File: config.mk
export PLATFORM = sky130hd
export DESIGN_NAME = reaction_round_ctrl
export DESIGN_NICKNAME = d
export VERILOG_FILES = /design/src/rtl/reaction_round_ctrl.sv
export SDC_FILE = /design/constraint.sdc
export NUM_CORES = 1
export LEC_CHECK = 0
export CORE_MARGIN = 4
export CORE_UTILIZATION = 61
export CTS_BUF_LIST = sky130_fd_sc_hd__clkbuf_4 sky130_fd_sc_hd__clkbuf_8
export DETAILED_ROUTE_END_ITERATION = 10
export PLACE_DENSITY = 0.93
export SLEW_MARGIN = 15
export SYNTH_ARGS = -nofsm -noshare
export SYNTH_HDL_FRONTEND = slang
export SYNTH_SLANG_ARGS = --single-unit
File: constraint.sdc
create_clock -name clk -period 4.8 [get_ports clk]
set_clock_uncertainty 0.1 [all_clocks]
set_input_delay 0.96 -clock clk [delete_from_list [all_inputs] [get_ports clk]]
set_output_delay 0.96 -clock clk [all_outputs]
set_load 0.02 [all_outputs]
File: src/rtl/reaction_round_ctrl.sv
// Reaction-timer round controller: random pre-go delay, GO LED, ms reaction count.
// Latency: start -> busy next cycle; press at edge M -> done pulse and rt_ms valid in the cycle after M.
// Optional feature macro EARLY_PRESS_EN: a press during the pre-go wait ends the round as a cheat.
module reaction_round_ctrl #(
  parameter int CLK_HZ  = 50_000_000,
  parameter int MIN_MS  = 1000,
  parameter int STEP_MS = 250,
  parameter int MAX_MS  = 9999,
  parameter int RT_W    = 14
) (
  input  logic            clk,
  input  logic            reset,
  input  logic            start,
  input  logic            button,
  input  logic [3:0]      rnd,
  output logic            led_go,
  output logic            busy,
  output logic            done,
  output logic            cheat,
  output logic            timeout,
  output logic [RT_W-1:0] rt_ms
);

  localparam int TICK = CLK_HZ / 1000;
  localparam int PW   = (TICK > 1) ? $clog2(TICK) : 1;
  localparam int DMAX = MIN_MS + 15 * STEP_MS;
  localparam int CMAX = (DMAX > MAX_MS) ? DMAX : MAX_MS;
  // Counter is never narrower than 16 bits so delay_ms is computed without truncation.
  localparam int CW   = ($clog2(CMAX + 1) < 16) ? 16 : $clog2(CMAX + 1);

  typedef enum logic [1:0] {S_IDLE, S_WAIT, S_GO, S_SHOW} state_t;

  state_t          state_q, state_d;
  logic [PW-1:0]   presc_q, presc_d;
  logic [CW-1:0]   ms_q, ms_d;
  logic [3:0]      rnd_q, rnd_d;
  logic [RT_W-1:0] rt_q, rt_d;
  logic            btn_q;
  logic            done_q, done_d;
  logic            cheat_q, cheat_d;
  logic            timeout_q, timeout_d;

  logic            press;
  logic            tick;
  logic [CW-1:0]   delay_ms;
  logic [CW-1:0]   ms_inc;

  // Rising edge of the button only, so a press held into GO never counts.
  assign press    = button & ~btn_q;
  assign tick     = (presc_q == PW'(TICK - 1));
  assign delay_ms = CW'(MIN_MS) + CW'(rnd_q) * CW'(STEP_MS);
  assign ms_inc   = ms_q + CW'(1);

  // Next-state, counters and result capture.
  always_comb begin
    state_d   = state_q;
    presc_d   = tick ? '0 : presc_q + PW'(1);
    ms_d      = ms_q;
    rnd_d     = rnd_q;
    rt_d      = rt_q;
    done_d    = 1'b0;
    cheat_d   = cheat_q;
    timeout_d = timeout_q;
    case (state_q)
      S_IDLE, S_SHOW: begin
        if (start) begin
          rnd_d     = rnd;
          cheat_d   = 1'b0;
          timeout_d = 1'b0;
          ms_d      = '0;
          state_d   = S_WAIT;
        end
      end
      S_WAIT: begin
`ifdef EARLY_PRESS_EN
        if (press) begin
          cheat_d = 1'b1;
          rt_d    = '0;
          done_d  = 1'b1;
          state_d = S_SHOW;
        end else
`endif
        if (tick) begin
          if (ms_inc == delay_ms) begin
            ms_d    = '0;
            state_d = S_GO;
          end else begin
            ms_d = ms_inc;
          end
        end
      end
      S_GO: begin
        // A press beats a coincident timeout tick and reports the pre-tick count.
        if (press) begin
          rt_d    = RT_W'(ms_q);
          done_d  = 1'b1;
          state_d = S_SHOW;
        end else if (tick) begin
          if (ms_inc == CW'(MAX_MS)) begin
            rt_d      = RT_W'(MAX_MS);
            timeout_d = 1'b1;
            done_d    = 1'b1;
            state_d   = S_SHOW;
          end else begin
            ms_d = ms_inc;
          end
        end
      end
      default: state_d = S_IDLE;
    endcase
    // Every state entry restarts the ms prescaler so the first tick lands TICK cycles later.
    if (state_d != state_q) presc_d = '0;
  end

  // State and datapath registers with synchronous reset.
  always_ff @(posedge clk) begin
    if (reset) begin
      state_q   <= S_IDLE;
      presc_q   <= '0;
      ms_q      <= '0;
      rnd_q     <= '0;
      rt_q      <= '0;
      btn_q     <= 1'b0;
      done_q    <= 1'b0;
      cheat_q   <= 1'b0;
      timeout_q <= 1'b0;
    end else begin
      state_q   <= state_d;
      presc_q   <= presc_d;
      ms_q      <= ms_d;
      rnd_q     <= rnd_d;
      rt_q      <= rt_d;
      btn_q     <= button;
      done_q    <= done_d;
      cheat_q   <= cheat_d;
      timeout_q <= timeout_d;
    end
  end

  assign led_go  = (state_q == S_GO);
  assign busy    = (state_q == S_WAIT) || (state_q == S_GO);
  assign done    = done_q;
  assign cheat   = cheat_q;
  assign timeout = timeout_q;
  assign rt_ms   = rt_q;

endmodule

# [Word-level counts from Yosys, hierarchy flattened]
# Index checks and enable logic that the tools add are counted.
[op_classes] bitwise_logic=3 mux=25 mul=1 reduce_logical=12 add_sub_neg=3 eq_ne=13
[ops] op="$mux 16" count=6
[ops] op="$pmux 16 s3" count=1
[ops] op="$mux 14" count=3
[ops] op="$add 16x1->16 const B" count=2
[ops] op="$eq 16x13->1" count=1
[ops] op="$eq 16x14->1 const B" count=1
[ops] op="$eq 16x16->1 const B" count=1
[ops] op="$add 10x12->13 const A" count=1
[ops] op="$mux 2" count=6
[ops] op="$mul 4x7->11 const B" count=1
[ops] op="$reduce_and 5->1" count=2
[ops] op="$ne 2x2->1 const B" count=4
[ops] op="$mux 1" count=7
[ops] op="$pmux 2 s3" count=1
[ops] op="$reduce_bool 2->1" count=3
[ops] op="$eq 2x2->1 const B" count=2
[ops] op="$ne 2x1->1 const B" count=2
[ops] op="$reduce_or 2->1" count=2
[ops] op="$reduce_and 3->1" count=1
[ops] op="$reduce_or 3->1" count=1
[ops] op="$eq 2x1->1 const B" count=1
[ops] op="$logic_not 2->1" count=1
[ops] op="$ne 2x2->1" count=1
[ops] op="$not 1->1" count=2
[ops] op="other kinds (4)" count=4
[totals] out_inout_bits=19 in_bits=8 register_bits=55

# [Depth between registers and ports, before layout]
[logic_depth] depth_word=8 ltp_mapped=14

# [Worst setup path before layout]
# OpenSTA, ideal clock, no wires.
[synth_path] kind="flip-flop to flip-flop" from="register rnd_q[2]" to="register ms_q[5]" arrival_ns=4.039 setup_slack_ns=0.536 stages_incl_launch_ff=14 cell_sequence="dfxtp_1 > fa_1 > inv_1 > fa_1 > ha_1 > or2_2 > and3_1 > a2111oi_4 > xnor2_1 > xnor2_2 > a2111oi_4 > nand4_1 > a31oi_1 > o31ai_2"
[synth_via] elab_chain_len=6
[synth_lines] element="start, declared" line="36" source="logic [3:0] rnd_q, rnd_d;"
[synth_lines] element="start signal, assigned" line="131" source="rnd_q <= rnd_d;"
[synth_lines] element="$mul 4x7->11" line="51" source="assign delay_ms = CW'(MIN_MS) + CW'(rnd_q) * CW'(STEP_MS);"
[synth_lines] element="$add 10x12->13" line="51"
[synth_lines] element="$eq 16x13->1" line="84" source="if (ms_inc == delay_ms) begin"
[synth_lines] element="$mux 16" line="84"
[synth_lines] element="$mux 16" line="83" source="if (tick) begin"
[synth_lines] element="$pmux 16 s3" line="64" source="case (state_q)"
[synth_lines] element="end signal, assigned" line="130" source="ms_q <= ms_d;"
[synth_lines] element="end, declared" line="35" source="logic [CW-1:0] ms_q, ms_d;"
# No other way between the ends. The select of a mux whose other input is x is not followed.
# A chain may end at the register's enable or synchronous reset.

# [Final worst setup path]
# Ends and elaborated chain as after synthesis.

==> out/metrics.cfg <==
[floorplan]
initial_core_util_pct=63.4
io_pins=27
fp.dieH_um=86.9
num_rows=28
die-area_um2=7550
die_w_um=86.9
core-area_um2=5990

[logic_synthesis]
synth_ff_type=dfxtp_1
yosys_register_bits=55
muxShareOfSynthArea_pct=1.35
yosysWarningCount=0
seq_area_frac_synth_pct=29.0
synth-compound-area-share_pct=17.3
syn_area_um2=3800
synth-adder-area-share_pct=10.3
synthSimpleGateAreaFrac_pct=26.6
yosys.area_share.xor_xnor_pct=10.2
avgSynthCellArea_um2=8.56
async_flop_share_pct=0
synth_top_family_by_area=simple AND/OR/NAND/NOR gates
syn-num-nets=479
ys_types=68
synth_edf_count=0
syn_inst=444

[final_layout]
nets=492
antenna_cells=0
final_common_cell=dfxtp_1
mostFrequentLayoutCells=dfxtp_1, nor2_1, nand2_1
areaGrowthSynthToFinish_pct=9.85
layout-drive-gt1-share_pct=8.10

[sta]
setup_viol=0
timing.fmax_mhz=218
tns_ns=0
fin_crit_sh_pct=95.6
hold_ws_ns=0.343
rsz0062_at_grt=false
fin_crit_ns=4.59
relSlewSlack_pct=50.3
finalHoldViolations=0
worst_pin_slew_ns=0.742
finalMaxSlewViolations=0

[clock_tree]
cts_buffers=5
clockBufferDepth=2
htree_levels=2
holdBufCountCts=0
clk_latency_ns=0.31
root_buffer=clkbuf_8
cts.sinks=55
clkSlewWorstSetupHoldPaths_ns=0.10
tritoncts=done

[setup_path]
reg2reg_depth=12
critPathKind=reg -> reg
arrival_ns=4.68
cp_max_fo=8
crit_required_ns=4.90
crit_path_start_kind=flop
endpoint_kind=flop
r2r_setup_slack_ns=0.21
r2r-end=ms_q[5]
r2r_start=rnd_q[2]

[job]
maxCapViolCount=0

[power_and_ir_drop]
p_per_area_nw_per_um2=267
ir_drop_mv=0.223
p_total_mw=1.11
p_leak_nw=1.56

[outcome]
status=finished, final reports clean

[grt]
grt_usage_pct=26.3
use_met2_pct=44.5
grt_pass1_vias=3345
grt_max_degree=34
gr-max-usage-layer=met2
grt_pass1_wl_um=16000
met1_usage_pct=33.3
grtUsageMet3_pct=4.54
grt_antenna_before_repair=0
gr-total-overflow=0

[drt]
drc=0
drt_iter0_drc=253
vias=3446
wl_um=9640
drtAntennaViolNets=0
wl_per_cell_um=18.1
first_pass_iters=7
vias_per_cell=6.48

[min_path]
hold_path_depth=1
hp-start=presc_q[0]
holdPathEnd=presc_q[0]
min_path_type=reg -> reg

[place]
globalplace.congestion=0.932
dp_hpwl_um=6950
portBuffers=25

## repair_timing
item                                    CTS  global route
endpoints found under the hold margin     0             0
endpoints found under the setup margin    0            18
gates resized for setup                   0             5
setup buffers                             0             2
## flip-flops by register name, summed over array words and instances (netlist names)
register  flops
btn_q         1
done          1
ms_q         16
presc_q      16
rnd_q         4
rt_ms        14
state_q       2
timeout       1
## worst max path at each step
stage	startpoint	to	slack [ns]
floorplan	rnd_q[2]	ms_q[5]	0.54
global placement	rnd_q[1]	ms_q[5]	0.34
detailed placement	rnd_q[1]	ms_q[5]	0.14
CTS	rnd_q[1]	ms_q[5]	0.1
global route	rnd_q[2]	ms_q[5]	0.006
finish	rnd_q[2]	ms_q[5]	0.21
## critical path, stage by stage, from the launching register on
cell,delay (ns)
dfxtp_2,0.38
fa_1,0.67
fa_1,0.49
ha_1,0.37
o21a_1,0.22
a2111o_1,0.42
o211ai_1,0.35
a21oi_1,0.18
nand2b_4,0.19
a2111oi_4,0.43
nand4_1,0.28
a31oi_1,0.29
o31ai_2,0.09
## cell usage after synthesis (5+ instances only)
master / n / share of area (%)
buf_2: 6 / 0.79
inv_1: 13 / 1.3
nor3_1: 24 / 3.2
a31oi_1: 6 / 0.99
a22oi_1: 7 / 1.4
a211oi_1: 5 / 0.99
ha_1: 20 / 6.6
nor2_1: 50 / 4.9
nand2b_1: 7 / 1.2
o21ai_0: 12 / 1.6
clkbuf_1: 10 / 0.99
a21oi_1: 14 / 1.8
xnor2_1: 23 / 5.3
nand3_1: 27 / 3.6
buf_4: 8 / 1.6
xor2_1: 17 / 3.9
nand2_1: 28 / 2.8
dfxtp_1: 55 / 29
o21ai_1: 7 / 0.92
and3_1: 13 / 2.1
fa_1: 7 / 3.7
nand4_1: 8 / 1.3
## routing by layer
metal,routed length (um),up-vias,part of all wire [%]
met5,0,-,0
met4,298,0,3.1
met3,602,35,6.2
met2,4740,151,49
met1,4000,1637,41
li1,-,1623,-
## metrics by stage
stage                     std cells  worst slack, ns  area [um^2]  util (%)
after floorplan                 444            0.536         3800         -
after global placement          523            0.342         4040      67.5
after detailed placement        523            0.139         4040      67.5
after CTS                       530           0.0974         4150      69.2
after global routing            532          0.00617         4170      69.7
final                           532            0.211         4170      69.7
## cells by family (layout without fill, tap and decap cells)
group	count (synthesis)	after routing
other	1	1
XOR/XNOR	42	42
flip-flops	55	55
buffers and inverters	40	53
AO/OA/AOI/OAI	84	84
adder cells (fa/ha/maj)	27	27
AND/OR/NAND/NOR	190	190
multiplexers	5	5
## final cells by class
class / instances / area (um^2)
multi-input cells: 349 / 2510
fillers: 445 / 1820
flip-flops and latches: 55 / 1100
repair buffers: 33 / 310
well taps: 75 / 93.8
clock buffers: 6 / 76.3
inverters: 13 / 48.8
clock inverters: 1 / 30.0
## where the power goes
group	internal [mW]	switching, mW	leakage, nW
Combinational	0.146	0.189	1.06
Sequential	0.462	0.00887	0.445
Clock	0.159	0.149	0.0547
(Power assumes the default switching activity.)
